<file path="config.mk">
export PLATFORM = sky130hd
export DESIGN_NAME = data_packer
export DESIGN_NICKNAME = d
export VERILOG_FILES = /design/src/rtl/data_packer_pkg.sv /design/src/rtl/data_packer.sv
export SDC_FILE = /design/constraint.sdc
export NUM_CORES = 1
export LEC_CHECK = 0
export CAP_MARGIN = 15
export CORE_ASPECT_RATIO = 1.4
export CORE_MARGIN = 3
export CORE_UTILIZATION = 30
export DETAILED_ROUTE_END_ITERATION = 12
export GPL_TIMING_DRIVEN = 0
export HOLD_SLACK_MARGIN = 0.08
export PLACE_DENSITY = 0.55
export SYNTH_ARGS = -nofsm -noshare
export SYNTH_HDL_FRONTEND = slang
export SYNTH_SLANG_ARGS = --single-unit
export TNS_END_PERCENT = 1
</file>
<file path="constraint.sdc">
create_clock -name clk_pll -period 2.7 [get_ports clk_pll]
set_input_delay 0.675 -clock clk_pll [delete_from_list [all_inputs] [get_ports clk_pll]]
set_output_delay 0.675 -clock clk_pll [all_outputs]
set_load 0.05 [all_outputs]
</file>
<file path="src/rtl/data_packer_pkg.sv">
// Shared constants and types for the device-to-host byte-to-word packer.
// PAD_BYTE_DEFAULT is also used by the unpacker bench.
package data_packer_pkg;
    localparam int WORD_BYTES = 4;
    localparam int LANE_W     = $clog2(WORD_BYTES);
    localparam int COUNT_W    = LANE_W + 1;
    localparam logic [7:0] PAD_BYTE_DEFAULT = 8'h00;

    typedef enum logic {FILL = 1'b0, OUT = 1'b1} pack_state_e;

    typedef logic [WORD_BYTES-1:0][7:0] lanes_t;

    // Little-endian assembly: lanes at or above nbytes are replaced by pad.
    function automatic logic [8*WORD_BYTES-1:0] pack_lanes(
        input lanes_t             lanes,
        input logic [COUNT_W-1:0] nbytes,
        input logic [7:0]         pad
    );
        logic [8*WORD_BYTES-1:0] word;
        word = '0;
        for (int i = 0; i < WORD_BYTES; i++)
            word[8*i +: 8] = (i < int'(nbytes)) ? lanes[i] : pad;
        return word;
    endfunction
endpackage

</file>
<file path="src/rtl/data_packer.sv">
// Pops bytes from a registered-read FIFO and packs them little-endian into 32-bit words,
// with a flush that emits a padded partial word.
//   state | meaning
//   FILL  | collecting bytes, pops allowed
//   OUT   | word held on data/data_valid until data_ready
module data_packer
    import data_packer_pkg::*;
#(
    parameter logic [7:0] PAD_BYTE = PAD_BYTE_DEFAULT
) (
    input  logic        clk_pll,
    input  logic        reset,
    input  logic [7:0]  FIFO_output_data,
    input  logic        FIFO_empty,
    output logic        FIFO_pop_data,
    input  logic        flush,
    output logic [31:0] data,
    output logic [2:0]  data_bytes,
    output logic        data_valid,
    input  logic        data_ready
);

    pack_state_e        state_q;
    logic [COUNT_W-1:0] count_q, count_d;
    logic               inflight_q;
    logic               flush_pending_q;
    lanes_t             lanes_q, lanes_d;
    logic [31:0]        data_q;
    logic [2:0]         data_bytes_q;
    logic               data_valid_q;
    logic [COUNT_W-1:0] occupancy;
    logic               pop;

    assign occupancy = count_q + {{(COUNT_W-1){1'b0}}, inflight_q};

    assign pop = !reset && (state_q == FILL) && !FIFO_empty && !flush_pending_q
                 && (occupancy < COUNT_W'(WORD_BYTES));

    // Byte popped last cycle lands in the next free lane at this edge.
    always_comb begin
        count_d = count_q;
        lanes_d = lanes_q;
        if (inflight_q) begin
            lanes_d[count_q[LANE_W-1:0]] = FIFO_output_data;
            count_d = count_q + 1'b1;
        end
    end

    always_ff @(posedge clk_pll or posedge reset) begin
        if (reset) begin
            state_q         <= FILL;
            count_q         <= '0;
            inflight_q      <= 1'b0;
            flush_pending_q <= 1'b0;
            lanes_q         <= '0;
            data_q          <= '0;
            data_bytes_q    <= '0;
            data_valid_q    <= 1'b0;
        end else begin
            case (state_q)
                FILL: begin
                    count_q    <= count_d;
                    lanes_q    <= lanes_d;
                    inflight_q <= pop;
                    if (count_d == COUNT_W'(WORD_BYTES)) begin
                        data_q          <= pack_lanes(lanes_d, count_d, PAD_BYTE);
                        data_bytes_q    <= count_d;
                        data_valid_q    <= 1'b1;
                        state_q         <= OUT;
                        count_q         <= '0;
                        flush_pending_q <= 1'b0;
                    end else if ((flush || flush_pending_q) && !pop) begin
                        flush_pending_q <= 1'b0;
                        if (count_d != '0) begin
                            data_q       <= pack_lanes(lanes_d, count_d, PAD_BYTE);
                            data_bytes_q <= count_d;
                            data_valid_q <= 1'b1;
                            state_q      <= OUT;
                            count_q      <= '0;
                        end
                    end else if (flush) begin
                        flush_pending_q <= 1'b1;
                    end
                end
                OUT: begin
                    if (data_valid_q && data_ready) begin
                        data_valid_q <= 1'b0;
                        state_q      <= FILL;
                    end
                end
                default: state_q <= FILL;
            endcase
        end
    end

    assign FIFO_pop_data = pop;
    assign data          = data_q;
    assign data_bytes    = data_bytes_q;
    assign data_valid    = data_valid_q;

endmodule

</file>
* Word level (Yosys, flattened, before mapping)
Index checks and enable logic that the tools add are counted.
Operators by class: add/subtract/negate cells 2, $lt $le $gt $ge 7, eq/ne operators 4, mux-type cells 31, bitwise gates (word level) 1, reductions and logical operators 19
Operators by type and width (count):
- 2-to-1 mux 32 bit | 4
- 2-to-1 mux 8 bit | 5
- bitwise mux 32 bit | 1
- 2-to-1 mux 3 bit | 7
- demux 8 bit (select 2 bit) | 1
- 2-to-1 mux 1 bit | 11
- logical AND 1 bit | 7
- < comparator 1 x 3 -> 1 bit, first input constant | 2
- < comparator 2 x 3 -> 1 bit, first input constant | 2
- != test 3 x 1 -> 1 bit, second input constant | 2
- AND reduction 3 bit | 2
- nonzero test 3 bit | 2
- zero test 1 bit | 4
- one-hot mux 1 bit (2 select lines) | 2
- nonzero test 2 bit | 2
- adder 3 x 1 -> 3 bit | 1
- adder 3 x 1 -> 3 bit, second input constant | 1
- equality test 3 bit, second input constant | 1
- < comparator 2 x 3 -> 1 bit, second input constant | 1
- < comparator 3 bit, second input constant | 1
- >= comparator 2 x 1 -> 1 bit, second input constant | 1
- != test 2 x 1 -> 1 bit, second input constant | 1
- AND reduction 2 bit | 1
- logical OR 1 bit | 1
- inverter 1 bit | 1
Word-level totals: flip-flop bits (word level) 74, output and inout port bits 37

* Depth between registers and ports, before layout
depth after elaboration 10, gate-level depth with buffers 8, mapped depth without buffers 6

* Worst setup path after synthesis
Ideal clock, no wire load.
path type reg2reg, start register count_q[0], end register data_q[0] (netlist: data[0]), setup time 0.125 ns, arrival time 2.075 ns, data required time 2.575 ns, path slack 0.500 ns, stages on the path, launching flop included 8, cells stage by stage dfrtp_1 -> ha_1 -> clkbuf_2 -> or4b_4 -> o41ai_4 -> o211ai_4 -> buf_6 -> mux2_4
Between the ends: elaborated cells between the ends (all ways) 24
RTL lines:
- from (decl) | line data_packer.sv:24 | logic [COUNT_W-1:0] count_q, count_d;
- from (signal assigned) | line data_packer.sv:62 | count_q <= count_d;
- adder 3 x 1 -> 3 bit | line data_packer.sv:45 | count_d = count_q + 1'b1;
- 2-to-1 mux 3 bit * | line data_packer.sv:43 | if (inflight_q) begin
- named net count_d[0] | line data_packer.sv:24
- < comparator 1 x 3 -> 1 bit | line data_packer_pkg.sv:22 | word[8*i +: 8] = (i < int'(nbytes)) ? lanes[i] : pad;
- 2-to-1 mux 8 bit | line data_packer_pkg.sv:22
- 2-to-1 mux 32 bit | line data_packer.sv:74 | if (count_d != '0) begin
- 2-to-1 mux 32 bit | line data_packer.sv:72 | end else if ((flush || flush_pending_q) && !pop) begin
- 2-to-1 mux 32 bit | line data_packer.sv:65 | if (count_d == COUNT_W'(WORD_BYTES)) begin
- to (signal assigned) | line data_packer.sv:66 | data_q <= pack_lanes(lanes_d, count_d, PAD_BYTE);
- to (signal assigned) | line data_packer.sv:75 | data_q <= pack_lanes(lanes_d, count_d, PAD_BYTE);
- to (decl) | line data_packer.sv:28 | logic [31:0] data_q;
Mark *: on every way through the listed nets, which the timed path passes. The rest lies on a longest branch. The select of a mux whose other input is x is not followed. A chain may end at the register's enable or synchronous reset.

* Worst setup path after layout
start input reset, end output FIFO_pop_data
Between the ends: cells in the longest elaborated chain, start to end 5
Ends and longest elaborated chain:
- from (decl) | line data_packer.sv:12 | input logic reset,
- zero test 1 bit (no line)
- logical AND 1 bit (3 in a row) | line data_packer.sv:36 | assign pop = !reset && (state_q == FILL) && !FIFO_empty && !flush_pending_q
- logical AND 1 bit | line data_packer.sv:37 | && (occupancy < COUNT_W'(WORD_BYTES));
- to (decl) | line data_packer.sv:15 | output logic FIFO_pop_data,
Every way passes these cells.

==> impl_metrics.csv <==
group,metric,value,unit
timing,drv_slew,0,
timing,fin_skew,0.00748,ns
grt,grt_pass1_vias,2427,
floorplanning,initial_utilization,0.308,
critical_path,cpMaxStageDelayCell,"clkdlybuf4s50_1",
worst_hold_path,hold_path_class,"register to register",
timing,fmax,381,MHz
power,p_switching,2.15,mW
power,clkPwrFrac,0.232,
cts,clk_pin_slew,0.06,ns
placed_design,gp_congestion,0.798,
yosys,ys_ff_latch,74,
cts,clock-sinks,74,
critical_path,crit_buf_inv,2,
yosys,ys_warn_count,0,
timing,hold_slack,0.494,ns
power,sw_frac_of_total,0.381,
timing,period_share,0.971,
grt,grt-ovfl-total,0,
routing,wl_per_cell,17.0,µm
yosys,yosysMostFrequentCell,"dfrtp_1",
critical_path,worstPathMaxFanout,2,
critical_path,startpoint_type,"input port",
timing,max_slew_margin,0.442,
routing,ant_nets,0,
power,power_density,1250,nW/µm²
yosys,synthArstFlopShare,1.00,
cts,cts-resized-gates,5,
cts,cts_tree,"done",
critical_path,cpLargestDelayFamily,"buffers and inverters",
critical_path,crit_required,2.03,ns
critical_path,arrival,1.95,ns
yosys,syn-num-nets,287,
cts,htreeDepth,3,
power,power_leakage,1.94,nW
yosys,synthesis.area,3490,µm²
yosys,synth_edf_count,0,
timing,post-route-min-period,2.62,ns
power,pwr-share-comb,0.461,
timing,tns,0,ns
yosys,synthesis.instances,269,
finish,n_antenna_cell,0,
timing,setup_viol,0,
cts,cts_setup_buffers,0,
routing,drt-initial-drc-count,81,
critical_path,critPathMaxStageDelay,0.48,ns
routing,num_vias,2360,
routing,viasPerCell,4.95,
power,p_total,5.64,mW
routing,wl_met2,4.11,mm
yosys,avgSynthCellArea,13.0,µm²
floorplanning,dieHeight,134,µm
placed_design,dp_cells,463,
critical_path,end_kind,"output pin",
routing,routed-wl-met3,211,µm
grt,grt_pass1_wl,13.2,mm
yosys,synth.area.top_cells,"dfrtp_1 53%, mux2_2 20%, a32o_1 4.3%",
yosys,synth_seq_area_share,0.530,
yosys,synth_flop_cell,"dfrtp_1",
cts,cts_buffers,9,
worst_hold_path,hold_start,"data[22]",
timing,tightest_slew,0.832,ns
power,cellInternalPower,3.49,mW
routing,wl,8.09,mm
floorplanning,ios,50,
finish,filler_cell_count,1051,
critical_path,startpoint,"reset",
grt,antenna_found_initial,0,
power,vdd_drop_max,576,µV
routing,wl_met1,3.63,mm
critical_path,path_cells,"clkdlybuf4s50_1 > nor4_2 > and3_1 > buf_2",
timing,timing_hold_violations_final,0,
floorplanning,die_w,97.2,µm
floorplanning,core.rowCount,46,
cts,cts_root_buffer,"clkbuf_16",
grt,grt.total_usage,0.130,
yosys,synthTopCellsByCount,"74 x dfrtp_1, 62 x mux2_2, 18 x nand2_1",
critical_path,crit_type,"input port to output pin",
grt,grt_max_degree,42,
timing,rsz0062_at_grt,"false",
routing,drc,0,
finish,layout-drive-gt1-share,0.303,
yosys,yosysTopAreaCell,"dfrtp_1",
floorplanning,core-area,11300,µm²
finish,nets,348,
cts,hold_buffers,0,
cts,cts_buffer_depth,2,
cts,clk-insertion-delay-late,0.33,ns
critical_path,r2r_start,"count_q[0]",
floorplanning,dieArea,13000,µm²
finish,final_area,4510,µm²
yosys,yosys.cell_types.count,43,
yosys,yosysTopAreaCellShare,0.530,
placed_design,dpl-instance-area,4190,µm²
placed_design,portBuffers,49,
outcome,status,"finished clean",
finish,areaGrowthSynthToFinish,29.0,%
finish,layoutNonFillerInstCount,477,
run,maxCapViolCount,0,
routing,highest_layer,"met4",
routing,drtPass1Iterations,4,
power,seq_power_share,0.307,
placed_design,hpwl,5.60,mm
-- layout by cell type, fill, tap and decap left out, drive strengths merged --
master          n
o41ai           1
or4b            1
nor2            3
nor4            2
nor4b           1
a31oi           3
a21oi           4
mux2i           1
mux2           64
clkbuf         16
nor3            1
clkdlybuf4s50  48
a21o            3
o21a            1
a21bo           1
a32o           15
xnor2           2
and2            1
nand2          18
dfrtp          74
or2             1
a211oi          2
o31ai           1
and3            1
o211ai          1
o22ai           1
nand3          12
buf            14
nor3b           1
nand3b          2
inv             7
bufinv          2
nand2b          2
a22o           11
o21ai           9
ha              5
nor2b           1
-- power groups by stage --
stage	sequential (mW)	combinational, mW	clock, mW
3_5_place_dp	1.75	2.63	0
6_report	1.73	2.60	1.31
3_3_place_gp	1.74	2.60	0
5_1_grt	1.79	2.79	1.37
2_1_floorplan	2.34	1.28	0
4_1_cts	1.74	2.63	1.33
-- stage by stage --
stage	utilization	setup slack [ns]
after floorplan	-	0.143
after global placement	0.367	-1.18
after detailed placement	0.369	-0.463
after CTS	0.398	0.0721
after global routing	0.398	0.0123
final	0.398	0.0779
-- logic make-up after synthesis --
| logic type | share of synthesized area |
|---|---|
| flip-flops | 0.530 |
| multiplexers | 0.211 |
| AO/OA/AOI/OAI | 0.130 |
| AND/OR/NAND/NOR | 0.0702 |
| buffers and inverters | 0.0355 |
| adder cells (fa/ha/maj) | 0.0179 |
| XOR/XNOR | 0.00502 |
-- registers in the layout (all words and copies together) (netlist names) --
signal	count
state_q	1
data_bytes	3
lanes_q	32
inflight_q	1
data	32
flush_pending_q	1
count_q	3
data_valid	1
-- final timing paths --
kind                                    to  cells past startpoint  slack, ns
hold / removal                    data[22]                      1       0.49
setup reg to reg             data_bytes[1]                      7       0.31
hold reg to reg                   data[22]                      1       0.49
setup / recovery             FIFO_pop_data                      4       0.08
min in group asynchronous  flush_pending_q                      2       0.77
max in group asynchronous      lanes_q[21]                      3       1.36
-- per-layer routing --
layer  GRT usage  vias up
met4      0.0492        0
met1       0.165     1188
met3      0.0241       11
met2       0.219       37
li1            -     1124
met5           0        -
-- layout make-up --
cell class | instances | area [µm²] | area share
Sequential cell | 74 | 1850 | 0.411
Clock buffer | 12 | 267 | 0.0591
Tap cell | 144 | 180 | 0.0400
Timing Repair Buffer | 50 | 505 | 0.112
Clock inverter | 2 | 60.1 | 0.0133
Multi-Input combinational cell | 172 | 1520 | 0.337
Inverter | 7 | 28.8 | 0.00638
Buffer | 16 | 97.6 | 0.0216
(Power assumes the default switching activity.)
